$ cat config.mk
export PLATFORM = sky130hd
export DESIGN_NAME = huff_stream_encoder
export DESIGN_NICKNAME = d
export VERILOG_FILES = /design/src/rtl/huff_pkg.sv /design/src/rtl/huff_code_table.sv /design/src/rtl/huff_stream_encoder.sv
export SDC_FILE = /design/constraint.sdc
export NUM_CORES = 1
export LEC_CHECK = 0
export BUFFER_PORTS_ARGS = -buffer_cell sky130_fd_sc_hd__buf_2
export CAP_MARGIN = 10
export CORE_UTILIZATION = 40
export CTS_CLUSTER_DIAMETER = 60
export DETAILED_ROUTE_END_ITERATION = 10
export GPL_TIMING_DRIVEN = 0
export SYNTH_ARGS = -nofsm -noshare
export SYNTH_HDL_FRONTEND = slang
export SYNTH_SLANG_ARGS = --single-unit
export TNS_END_PERCENT = 100
$ cat constraint.sdc
create_clock -name clk -period 4.6 [get_ports clk]
set_input_delay 0.23 -clock clk [delete_from_list [all_inputs] [get_ports clk]]
set_output_delay 0.23 -clock clk [all_outputs]
set_load 0.02 [all_outputs]
$ cat src/rtl/huff_pkg.sv
// huff_pkg: shared types and default parameters for the streaming Huffman encoder.
package huff_pkg;
    localparam int SYM_W_DEF   = 4;
    localparam int MAX_LEN_DEF = 8;
    localparam int OUT_W_DEF   = 16;
    localparam int LEN_W_DEF   = $clog2(MAX_LEN_DEF + 1);

    typedef enum logic [1:0] {IDLE, RUN, FLUSH} huff_enc_state_t;

    typedef struct packed {
        logic [MAX_LEN_DEF-1:0] code;
        logic [LEN_W_DEF-1:0]   len;
    } huff_code_t;
endpackage

$ cat src/rtl/huff_code_table.sv
// huff_code_table: per-symbol code/length register file, async read, writes blocked while busy.
module huff_code_table #(
    parameter int SYM_W   = 4,
    parameter int MAX_LEN = 8,
    parameter int LEN_W   = $clog2(MAX_LEN + 1)
) (
    input  logic               clk,
    input  logic               reset,
    input  logic               busy_i,
    input  logic               we_i,
    input  logic [SYM_W-1:0]   waddr_i,
    input  logic [MAX_LEN-1:0] wcode_i,
    input  logic [LEN_W-1:0]   wlen_i,
    input  logic [SYM_W-1:0]   raddr_i,
    output logic [MAX_LEN-1:0] rcode_o,
    output logic [LEN_W-1:0]   rlen_o
);
    localparam int NUM_SYM = 1 << SYM_W;

    logic [MAX_LEN-1:0] code_q [NUM_SYM];
    logic [LEN_W-1:0]   len_q  [NUM_SYM];

    always_ff @(posedge clk or negedge reset) begin
        if (!reset) begin
            for (int i = 0; i < NUM_SYM; i++) begin
                code_q[i] <= '0;
                len_q[i]  <= '0;
            end
        end else if (we_i && !busy_i) begin
            code_q[waddr_i] <= wcode_i;
            len_q[waddr_i]  <= wlen_i > LEN_W'(MAX_LEN) ? LEN_W'(MAX_LEN) : wlen_i;
        end
    end

    assign rcode_o = code_q[raddr_i];
    assign rlen_o  = len_q[raddr_i];
endmodule

$ cat src/rtl/huff_stream_encoder.sv
// huff_stream_encoder: packs table-driven variable-length codes MSB-first into OUT_W-bit words,
// one packet per in_last, final word zero-padded with a valid-bit count.
module huff_stream_encoder
    import huff_pkg::*;
#(
    parameter int SYM_W   = SYM_W_DEF,
    parameter int MAX_LEN = MAX_LEN_DEF,
    parameter int OUT_W   = OUT_W_DEF,
    parameter int LEN_W   = $clog2(MAX_LEN + 1),
    parameter int CNT_W   = $clog2(OUT_W + MAX_LEN + 1)
) (
    input  logic                       clk,
    input  logic                       reset,
    input  logic                       tbl_we,
    input  logic [SYM_W-1:0]           tbl_addr,
    input  logic [MAX_LEN-1:0]         tbl_code,
    input  logic [LEN_W-1:0]           tbl_len,
    input  logic                       in_valid,
    output logic                       in_ready,
    input  logic [SYM_W-1:0]           in_sym,
    input  logic                       in_last,
    output logic                       out_valid,
    input  logic                       out_ready,
    output logic [OUT_W-1:0]           out_data,
    output logic [$clog2(OUT_W+1)-1:0] out_bits,
    output logic                       out_last,
    output logic                       busy,
    output logic                       err_len0
);
    localparam int ACC_W = OUT_W + MAX_LEN;
    localparam int OB_W  = $clog2(OUT_W + 1);

    huff_enc_state_t   state_q, state_d;
    logic [ACC_W-1:0]  acc_q, acc_d;
    logic [CNT_W-1:0]  cnt_q, cnt_d;
    logic              out_valid_q, out_valid_d;
    logic [OUT_W-1:0]  out_data_q, out_data_d;
    logic [OB_W-1:0]   out_bits_q, out_bits_d;
    logic              out_last_q, out_last_d;
    logic              err_q, err_d;
    logic [MAX_LEN-1:0] t_code, code_m;
    logic [LEN_W-1:0]  t_len;
    logic [CNT_W-1:0]  shamt;
    logic              full, accept, emit;

    huff_code_table #(.SYM_W(SYM_W), .MAX_LEN(MAX_LEN), .LEN_W(LEN_W)) u_table (
        .clk     (clk),
        .reset   (reset),
        .busy_i  (busy),
        .we_i    (tbl_we),
        .waddr_i (tbl_addr),
        .wcode_i (tbl_code),
        .wlen_i  (tbl_len),
        .raddr_i (in_sym),
        .rcode_o (t_code),
        .rlen_o  (t_len)
    );

    assign full     = cnt_q >= CNT_W'(OUT_W);
    assign in_ready = state_q != FLUSH && !full;
    assign accept   = in_valid && in_ready;
    // once the out_last word is loaded, FLUSH only waits for its handshake
    assign emit     = (!out_valid_q || out_ready)
                   && (full || (state_q == FLUSH && !(out_valid_q && out_last_q)));
    assign busy     = state_q != IDLE || cnt_q != '0 || out_valid_q;
    assign code_m   = t_code & ((MAX_LEN'(1) << t_len) - MAX_LEN'(1));
    assign shamt    = CNT_W'(ACC_W) - cnt_q - CNT_W'(t_len);

    always_comb begin
        state_d     = state_q;
        acc_d       = acc_q;
        cnt_d       = cnt_q;
        out_valid_d = out_valid_q && !out_ready;
        out_data_d  = out_data_q;
        out_bits_d  = out_bits_q;
        out_last_d  = out_last_q;
        err_d       = err_q || (accept && t_len == '0);
        if (emit) begin
            acc_d       = acc_q << OUT_W;
            cnt_d       = full ? cnt_q - CNT_W'(OUT_W) : '0;
            out_valid_d = 1'b1;
            out_data_d  = acc_q[ACC_W-1 -: OUT_W];
            out_bits_d  = full ? OB_W'(OUT_W) : OB_W'(cnt_q);
            out_last_d  = state_q == FLUSH && cnt_q <= CNT_W'(OUT_W);
        end else if (accept) begin
            acc_d = acc_q | (ACC_W'(code_m) << shamt);
            cnt_d = cnt_q + CNT_W'(t_len);
        end
        if (accept)
            state_d = in_last ? FLUSH : RUN;
        else if (state_q == FLUSH && out_valid_q && out_ready && out_last_q)
            state_d = IDLE;
    end

    always_ff @(posedge clk or negedge reset) begin
        if (!reset) begin
            state_q     <= IDLE;
            acc_q       <= '0;
            cnt_q       <= '0;
            out_valid_q <= 1'b0;
            out_data_q  <= '0;
            out_bits_q  <= '0;
            out_last_q  <= 1'b0;
            err_q       <= 1'b0;
        end else begin
            state_q     <= state_d;
            acc_q       <= acc_d;
            cnt_q       <= cnt_d;
            out_valid_q <= out_valid_d;
            out_data_q  <= out_data_d;
            out_bits_q  <= out_bits_d;
            out_last_q  <= out_last_d;
            err_q       <= err_d;
        end
    end

    assign out_valid = out_valid_q;
    assign out_data  = out_data_q;
    assign out_bits  = out_bits_q;
    assign out_last  = out_last_q;
    assign err_len0  = err_q;
endmodule
==> impl_metrics.toml, run 1 <==
[cells_and_area]
final_area_mm2 = 0.01396
drive_above_1_share_pct = 28.00
syn2layout_area_growth_pct = 15.96
fill_cells = 2766
antenna-diode-count = 0
nNetsFinal = 1143

[timing]
period_minus_slack_ns = 4.232
post-route-period-util_pct = 91.99
drv_slew = 0
fmax_ghz = 0.2363
worst_pin_slew_ns = 1.156
slew_headroom_pct = 22.90
rsz0062_at_grt = "false"
fin_ws_ns = 0.3685
skew_ns = 0.01279
hold_viol_final = 0
final-setup-viol-count = 0

[clocking]
ctsRootBufferMaster = "clkbuf_16"
cts.sinks = 247
hold_buffers = 5
cts-buffers-inserted = 28
cts_resized = 0
clkTransAtPathRegs_ns = 0.06
cts_tree = "done"
clk_latency_ns = 0.54
h-tree-depth = 1
postCtsSetupBuffers = 0
clk_path_buf_depth = 3

[placement]
hpwl_mm = 21.38
gp_congestion = 0.8511
placed_area_mm2 = 0.01284
portBuffers = 49
dp_slack_ns = 0.1895

[outcome]
status = "completed"

[yosys]
avgSynthCellArea_um2 = 11.83
ys_types = 69
synthCells = 1017
ys_async_sr_fraction_pct = 100.0
synth_edf_count = 0
synth_nets = 1057
yosysWarnings = 0
synth_seq_cells = 247
ys_seq_area_share_pct = 51.36
synth_ff_type = "dfrtp_1"
synthesis.area_mm2 = 0.01204

[drt]
drt_iter0_markers = 587
via_count = 8414
drc = 0
vias_per_cell = 5.554
wire_per_inst_um = 21.11
drtAntennaViolNets = 0
drt-total-wl_mm = 31.99
first_pass_iters = 5

[setup_path]
endpoint_kind = "register"
r2r_start = "u_table.len_q[43]"
arrival_ns = 4.69
cpMaxStageDelayCell = "nor4_1"
critPathKind = "reg2reg"
rrSetupSlack_ns = 0.37
cp-start-kind = "register"
slowest_delay_ns = 0.81
crit_top_cell = "ha_1"
worst_ep_required_time_ns = 5.05
reg2reg_depth = 11
cp_cell_sequence = "mux4_2 > a22oi_1 > nand2_1 > ha_1 > inv_1 > ha_1 > a21oi_1 > xnor2_1 > nor4_1 > a32oi_1 > o211ai_1"
cp_max_fo = 8
regToRegEndpoint = "acc_q[13]"

[floorplanning]
start_util_pct = 40.61
dieArea_mm2 = 0.03079
num_rows = 63
die_h_um = 175.5
coreArea_mm2 = 0.02964
io_pins = 52
die_w_um = 175.5

[grt]
groute.layer.met3.usage_pct = 2.922
grt_pass1_wl_mm = 50.97
overflow = 0
use_met2_pct = 36.28
gr-usage-met1_pct = 29.62
grt_max_degree = 89
antenna_found_initial = 0
grtUsageTotal_pct = 21.65
grt.busiest_layer = "met2"
grt_pass1_vias = 8548

[job]
drv_cap = 0

[worst_hold_path]
hold_path_end = "u_table.code_q[19]"
hold_path_startpoint = "tbl_code[3]"
min_path_type = "in2reg"
min_path_cells = 2

[power]
cellLeakagePower_nw = 6.637
cellPowerDensity_mw_per_mm2 = 516.1
ir_worst_vdd_mv = 0.3429
[critical path, delay by kind of cell, from the launching register on]
family	cells	cell delay [ns]
buffers and inverters	1	0.06
DFF	1	0.38
and+or+nand+nor	2	1.15
muxes	1	0.48
AOI/OAI and AO/OA	4	1.06
xor gates and xnor gates	1	0.23
adders and majority gates	2	0.78
[kinds of logic (layout without fill, tap and decap cells)]
kind of cell	count (synthesis)	count (layout)	share of synthesized area [%]
AO/OA/AOI/OAI	139	139	8.244
XOR/XNOR	6	6	0.4367
adder cells (fa/ha/maj)	14	14	1.643
buffers and inverters	87	195	3.649
flip-flops	247	247	51.36
multiplexers	198	198	22.75
AND/OR/NAND/NOR	326	326	11.92
[Yosys cell counts, types with 4 or more instances]
cell type    n  share of area [%]
nor2b_1     11               0.57
mux2_2     134                 13
nand3_1      8               0.33
o21ai_0     37                1.5
nand2_1    217                6.8
a21oi_1     15               0.62
o221ai_1     8               0.58
clkbuf_1    50                1.6
nand2b_1    15               0.78
nor3_1       6               0.25
o31ai_1      6               0.37
ha_1        11                1.1
a22oi_1      8               0.50
buf_6        5               0.47
and2_1       8               0.42
o22ai_1      7               0.36
dfrtp_1    247                 51
nor2_1      29               0.90
mux4_2      47                8.8
a31oi_1      4               0.21
or2_2        5               0.26
mux2i_1     17                1.4
a211oi_1     4               0.25
a221oi_1    11               0.80
inv_1       17               0.53
o21ai_1      9               0.37
or3_1        7               0.36
[per-stage QoR]
step	util (%)	hold slack (ns)	TNS [ns]	instances	total power (W)
2_1_floorplan	-	-0.06559	0	1017	0.004128
3_3_place_gp	43.08	0.4529	-316.22	1456	0.004663
3_5_place_dp	43.33	0.2755	0	1458	0.004710
4_1_cts	47.09	0.0005358	0	1515	0.007253
5_1_grt	47.09	0.01752	0	1515	0.007592
6_report	47.09	0.02407	0	1515	0.007202
[cell usage in the layout (no fill, tap or decap), drive strengths merged, types with 13 or more instances in the layout]
| cell type | instances |
|---|---|
| dfrtp | 247 |
| nand2 | 217 |
| mux2 | 134 |
| clkbuf | 86 |
| buf | 68 |
| mux4 | 47 |
| o21ai | 47 |
| nor2 | 29 |
| inv | 19 |
| mux2i | 17 |
| nand2b | 15 |
| a21oi | 15 |
| a221oi | 13 |
[registers in the layout, indices dropped and copies added, names as in the netlist]
| register | flops |
|---|---|
| out_bits | 5 |
| u_table.code_q | 128 |
| err_len0 | 1 |
| cnt_q | 5 |
| out_last | 1 |
| out_data | 16 |
| u_table.len_q | 64 |
| out_valid | 1 |
| acc_q | 24 |
| state_q | 2 |
[final cells by class]
type                            instances  area (um^2)  area share [%]
Sequential cell                       247         6181           44.29
Multi-Input combinational cell        683         5425           38.87
Clock buffer                           36        822.0           5.890
Tap cell                              390        488.0           3.496
Buffer                                 67        364.1           2.609
Timing Repair Buffer                   56        360.3           2.582
Clock inverter                         16        240.2           1.721
Inverter                               20        75.07          0.5379
[per-layer routing]
| metal | routed length, um | part of all wire (%) |
|---|---|---|
| met5 | 0 | 0 |
| met4 | 848 | 2.7 |
| met3 | 1593 | 5.0 |
| met2 | 15440 | 48 |
| met1 | 14100 | 44 |
[report_power, final]
| group | total, W | internal [W] | switching (W) |
|---|---|---|---|
| registers | 0.00281 | 0.00258 | 0.000227 |
| logic | 0.00186 | 0.000733 | 0.00113 |
| clock network | 0.00253 | 0.00159 | 0.000933 |
| total | 0.00720 | 0.00491 | 0.00229 |
[worst max path at each step]
stage / slack [ns] / to / start / cells past startpoint
5_1_grt: 0.02 / acc_q[8] / u_table.len_q[43] / 13
6_report: 0.37 / acc_q[13] / u_table.len_q[43] / 11
3_5_place_dp: 0.19 / acc_q[19] / in_sym[3] / 17
3_3_place_gp: -1.30 / u_table.code_q[12] / reset / 1
4_1_cts: 0.38 / acc_q[13] / u_table.len_q[43] / 11
2_1_floorplan: 1.11 / acc_q[20] / in_sym[0] / 14
Power figures use the tool's default switching activity.
==> run 2: changes to the inputs <==
Settings changed: CORE_ASPECT_RATIO set to 1.4.
==> run 2 against run 1 <==
Effect of this change:
- utilization fell by 0.11 points
- highest routed layer is now met5
- combinational power barely moved
- cell count is 0.79% lower
- first-iteration DRC count decreased by 38%
- sequential share of layout area up 0.53 points
- hold slack got worse by 0.011 ns
==> impl_metrics.toml, run 2 (same netlist as run 1, synthesis figures left out) <==
[cells_and_area]
drive_above_1_share_pct = 27.43
fill_cells = 2686
largest_register = "u_table.code_q"
reg_top3 = "u_table.code_q x128, u_table.len_q x64, acc_q x24"
nNetsFinal = 1141
syn2layout_area_growth_pct = 14.58
antenna-diode-count = 0
regArea_mm2 = 0.006181
largest_reg_flops = 128
final_cell_mix = "dfrtp_1, nand2_1, mux2_2"
stdcell_count = 1503
final_area_mm2 = 0.01379
multi_input_area_mm2 = 0.005425
final_common_cell = "dfrtp_1"

[clocking]
cts_resized = 0
hold_buffers = 3
ctsRootBufferMaster = "clkbuf_16"
cts.sinks = 247
cts_tree = "done"
postCtsSetupBuffers = 0
clkTransAtPathRegs_ns = 0.06
cts-buffers-inserted = 28
h-tree-depth = 1
clk_latency_ns = 0.54
clk_path_buf_depth = 3

[drt]
first_pass_iters = 5
drc = 0
wire_per_inst_um = 22.01
drt-total-wl_mm = 33.08
via_count = 8363
vias_per_cell = 5.564
drtAntennaViolNets = 0
drt_iter0_markers = 363

[worst_hold_path]
hold_path_startpoint = "tbl_code[4]"
min_path_cells = 2
min_path_type = "in2reg"
hold_path_end = "u_table.code_q[116]"

[timing]
period_minus_slack_ns = 4.349
worst_pin_slew_ns = 1.181
hold_viol_final = 0
final-setup-viol-count = 0
drv_slew = 0
slew_headroom_pct = 21.25
post-route-period-util_pct = 94.54
rsz0062_at_grt = "false"
fin_ws_ns = 0.2513
fmax_ghz = 0.2300
skew_ns = 0.01037

[grt]
grt_max_degree = 98
gr-usage-met1_pct = 27.17
grt_pass1_wl_mm = 52.63
grtUsageTotal_pct = 22.54
use_met2_pct = 40.07
grt_pass1_vias = 8825
groute.layer.met3.usage_pct = 3.011
grt.busiest_layer = "met2"
antenna_found_initial = 1
overflow = 0

[floorplanning]
num_rows = 74
io_pins = 52
coreArea_mm2 = 0.02935
die_h_um = 207.2
die_w_um = 148.6
start_util_pct = 41.01
dieArea_mm2 = 0.03080

[setup_path]
r2r_start = "u_table.len_q[43]"
arrival_ns = 4.79
worst_ep_required_time_ns = 5.04
endpoint_kind = "register"
regToRegEndpoint = "acc_q[22]"
rrSetupSlack_ns = 0.25
reg2reg_depth = 11
cp_cell_sequence = "mux4_2 > a22oi_1 > nand2_1 > ha_1 > inv_1 > ha_1 > a21oi_1 > xnor2_1 > nor4_1 > a221oi_1 > o221ai_1"
path_delay_family = "simple AND/OR/NAND/NOR gates"
cp-start-kind = "register"
slowest_delay_ns = 0.92
crit_top_cell = "ha_1"
critPathKind = "reg2reg"
cpMaxStageDelayCell = "nor4_1"
path_buf_inv = 1
cp_max_fo = 8

[placement]
gp_congestion = 0.9227
portBuffers = 49
dp_slack_ns = 0.03154
hpwl_mm = 22.38
placed_area_mm2 = 0.01283
placedCellCount = 1448

[job]
drv_cap = 0

[power]
seqPwrFrac_pct = 40.5
internal_power_w = 0.004652
combPwrFrac_pct = 27.2
switching_share_pct = 33.02
power.switching_w = 0.002293
power.total_w = 0.006946
cellPowerDensity_mw_per_mm2 = 503.7
p_clk_share_pct = 32.4
ir_worst_vdd_mv = 0.2861
cellLeakagePower_nw = 6.563

[outcome]
status = "completed"
run 2: routing by layer:
metal	routed length, um	up-vias
li1	-	3793
met3	1571	83
met1	12890	4232
met2	17290	253
met4	1321	2
met5	8	-
run 2: per-stage QoR:
stage	hold WS (ns)	util, %	TNS, ns
6_report	0.01351	46.98	0
5_1_grt	0.02177	46.98	0
4_1_cts	0.0009568	46.98	0
3_5_place_dp	0.1872	43.72	0
3_3_place_gp	0.4454	43.46	-305.93
2_1_floorplan	-0.06559	-	0
run 2: power groups by stage:
stage               combinational (W)  clock [W]  sequential [W]
global route                  0.00210    0.00238         0.00287
global placement              0.00186          0         0.00283
detailed placement            0.00189          0         0.00285
floorplan                     0.00125          0         0.00288
CTS                           0.00190    0.00229         0.00281
finish                        0.00189    0.00225         0.00281
run 2: worst max-delay path by stage:
stage	start	to	slack (ns)	cells after the start
floorplan	in_sym[0]	acc_q[20]	1.11	14
global placement	reset	u_table.code_q[17]	-1.26	1
detailed placement	in_sym[3]	acc_q[22]	0.03	14
CTS	u_table.len_q[43]	acc_q[22]	0.29	11
global route	u_table.len_q[5]	acc_q[22]	0.07	13
finish	u_table.len_q[43]	acc_q[22]	0.25	11
run 2: worst reg2reg max path: cells and delay by family (launching register included):
family | cells | cell delay, ns
AOI/OAI and AO/OA | 4 | 1.07
adders and majority gates | 2 | 0.77
muxes | 1 | 0.48
xor gates and xnor gates | 1 | 0.26
buffers and inverters | 1 | 0.05
and+or+nand+nor | 2 | 1.24
DFF | 1 | 0.38
run 2: layout make-up:
| class | count | share of cell area [%] |
|---|---|---|
| Clock inverter | 12 | 0.8801 |
| Multi-Input combinational cell | 683 | 39.34 |
| Clock buffer | 40 | 5.852 |
| Sequential cell | 247 | 44.82 |
| Tap cell | 380 | 3.448 |
| Inverter | 20 | 0.5444 |
| Buffer | 67 | 2.640 |
| Timing Repair Buffer | 54 | 2.468 |
==> run 3: changes to the inputs <==
Settings changed: CORE_UTILIZATION 40 to 54, PLACE_DENSITY set to 0.71, SYNTH_HIERARCHICAL set to 1.
==> run 3 against run 2 <==
Effect of this change:
- clock power decreased by 7%
- cell count down 14%
- utilization increased by 15 points
- synthesized cell count down 12%
- sequential cell count unchanged
- hold slack better by 0.032 ns
==> impl_metrics.toml, run 3 <==
[placement]
dp_slack_ns = 0.06485
hpwl_mm = 18.77
portBuffers = 49
gp_congestion = 0.9244

[setup_path]
arrival_ns = 4.39
path_buf_inv = 3
endpoint_kind = "register"
cp-start-kind = "input pin"
slowest_delay_ns = 0.61
crit_top_cell = "a22oi_1"
cpMaxStageDelayCell = "buf_1"
cp_cell_sequence = "buf_2 > buf_1 > mux4_2 > a22oi_1 > nand2_1 > or4_4 > ha_1 > clkbuf_1 > and2_1 > o2111ai_1 > a22oi_1 > o21ai_1 > o221ai_1"
worst_ep_required_time_ns = 4.98
path_delay_family = "compound AO/OA/AOI/OAI gates"
critPathKind = "in2reg"
cp_max_fo = 10

[yosys]
synthMuxAreaShare_pct = 28.51
synth_ff_type = "dfrtp_1"
synth-xor-area-share_pct = 0.2938
synthTopCellsByArea = "dfrtp_1, mux2_2, mux4_2"
ys_async_sr_fraction_pct = 100.0
synthesis.area_mm2 = 0.01193
synth_top_family_by_area = "multiplexers"
synthCells = 896
yosysMostFrequentCell = "dfrtp_1"
ys_seq_area_share_pct = 51.83
synthSimpleGateAreaFrac_pct = 8.257
synth_seq_cells = 247
synth_top_area_share_pct = 51.83
synth_compound_gate_area_share_pct = 6.348
synth_commonest_cells = "dfrtp_1, mux2_2, nand2_1"
synth_nets = 936
avgSynthCellArea_um2 = 13.31
synthAdderAreaFrac_pct = 1.658
yosysWarnings = 6
synth_edf_count = 0
ys_types = 70
yosys.area.top_type = "dfrtp_1"

[cells_and_area]
final_common_cell = "dfrtp_1"
largest_register = "u_table/code_q"
fill_cells = 1750
syn2layout_area_growth_pct = 13.00
final_cell_mix = "dfrtp_1, mux2_2, nand2_1"
reg_top3 = "u_table/code_q x128, u_table/len_q x64, acc_q x24"
largest_reg_flops = 128
nNetsFinal = 1016
drive_above_1_share_pct = 38.33
multi_input_area_mm2 = 0.005374
regArea_mm2 = 0.006181
antenna-diode-count = 0

[clocking]
h-tree-depth = 1
clk_latency_ns = 0.52
hold_buffers = 2
cts.sinks = 247
postCtsSetupBuffers = 0
cts-buffers-inserted = 25
clk_path_buf_depth = 3
cts_resized = 0
clkTransAtPathRegs_ns = 0.06
ctsRootBufferMaster = "clkbuf_16"
cts_tree = "done"

[timing]
final-setup-viol-count = 0
drv_slew = 0
period_minus_slack_ns = 4.012
whs_ns = 0.04510
worst_pin_slew_ns = 0.8151
post-route-period-util_pct = 87.21
skew_ns = 0.01341
fin_ws_ns = 0.5882
slew_headroom_pct = 45.66
hold_viol_final = 0
fmax_ghz = 0.2493
rsz0062_at_grt = "false"

[grt]
grt_pass1_wl_mm = 41.56
antenna_found_initial = 0
grtUsageTotal_pct = 23.68
overflow = 0
grt_pass1_vias = 7822
grt_max_degree = 111

[drt]
drt-total-wl_mm = 25.38
first_pass_iters = 4
drc = 0
wire_per_inst_um = 19.66
vias_per_cell = 5.778
via_count = 7459
drtAntennaViolNets = 0
drt_iter0_markers = 355

[job]
drv_cap = 0

[floorplanning]
coreArea_mm2 = 0.02178
io_pins = 52
start_util_pct = 54.75
die_h_um = 177.8
dieArea_mm2 = 0.02269
num_rows = 64
die_w_um = 127.6

[worst_hold_path]
min_path_type = "in2reg"

[power]
cellLeakagePower_nw = 6.432
cellPowerDensity_mw_per_mm2 = 529.0
ir_worst_vdd_mv = 0.3250

[outcome]
status = "completed"
## run 3: cell types whose count changed after synthesis, moves of 16 or more
cell      change
nand2_1     -102
mux2_2       +59
o21ai_0      -24
buf_2        +20
clkbuf_1     -20
a22oi_1      +19
nor2_1       -16
## run 3: worst register-to-register path: cells and delay by family, from the launching register on
| family | cells | cell delay (ns) |
|---|---|---|
| buf+inv | 5 | 1.27 |
| fa+ha+maj | 2 | 0.69 |
| simple gates | 1 | 0.15 |
| compound gates | 3 | 0.73 |
| flops | 1 | 0.38 |
| mux | 2 | 0.60 |
## run 3: worst paths after layout
kind                              startpoint                  to  slack, ns  depth (start not counted)
max                                in_sym[1]           acc_q[15]       0.59                         13
min                              tbl_code[3]  u_table/code_q[67]       0.05                          2
max reg2reg                u_table/len_q[18]           acc_q[10]       0.66                         13
min reg2reg                      out_bits[3]         out_bits[3]       0.46                          2
max in group asynchronous              reset   u_table/code_q[5]       3.09                          4
min in group asynchronous              reset            out_last       0.20                          2
## run 3: logic make-up (layout without fill, tap and decap cells)
kind of cell,after synthesis,in the layout
muxes,255,255
and+or+nand+nor,194,194
xor gates and xnor gates,4,4
AOI/OAI and AO/OA,102,102
buffers and inverters,80,178
adders and majority gates,14,14
DFF,247,247
## run 3: layout make-up
cell class	count	share of cell area [%]
Buffer	62	2.247
Clock buffer	35	5.292
Clock inverter	10	1.003
Inverter	18	0.5014
Multi-Input combinational cell	569	39.88
Sequential cell	247	45.87
Tap cell	297	2.758
Timing Repair Buffer	53	2.451
## run 3: metal layers
layer,track usage [%],up-vias,wire length (um)
met5,0,-,0
met2,45.40,124,14140
met4,8.039,0,678
li1,-,3458,-
met1,27.09,3827,9896
met3,2.653,50,665
## run 3: per-stage QoR
stage               util (%)  cells  setup TNS, ns  total power (W)  instance area (um^2)
floorplan                  -    896              0         0.004473                 11930
global placement       57.58   1242        -258.64         0.004997                 12540
detailed placement     57.88   1244              0         0.005064                 12610
global route           61.87   1291              0         0.007540                 13480
CTS                    61.87   1291              0         0.007179                 13480
finish                 61.87   1291              0         0.007128                 13480
## run 3: where the power goes
group | switching, W | internal [W]
registers | 0.000254 | 0.00267
logic | 0.00119 | 0.000920
clock network | 0.000841 | 0.00125
total | 0.00229 | 0.00484
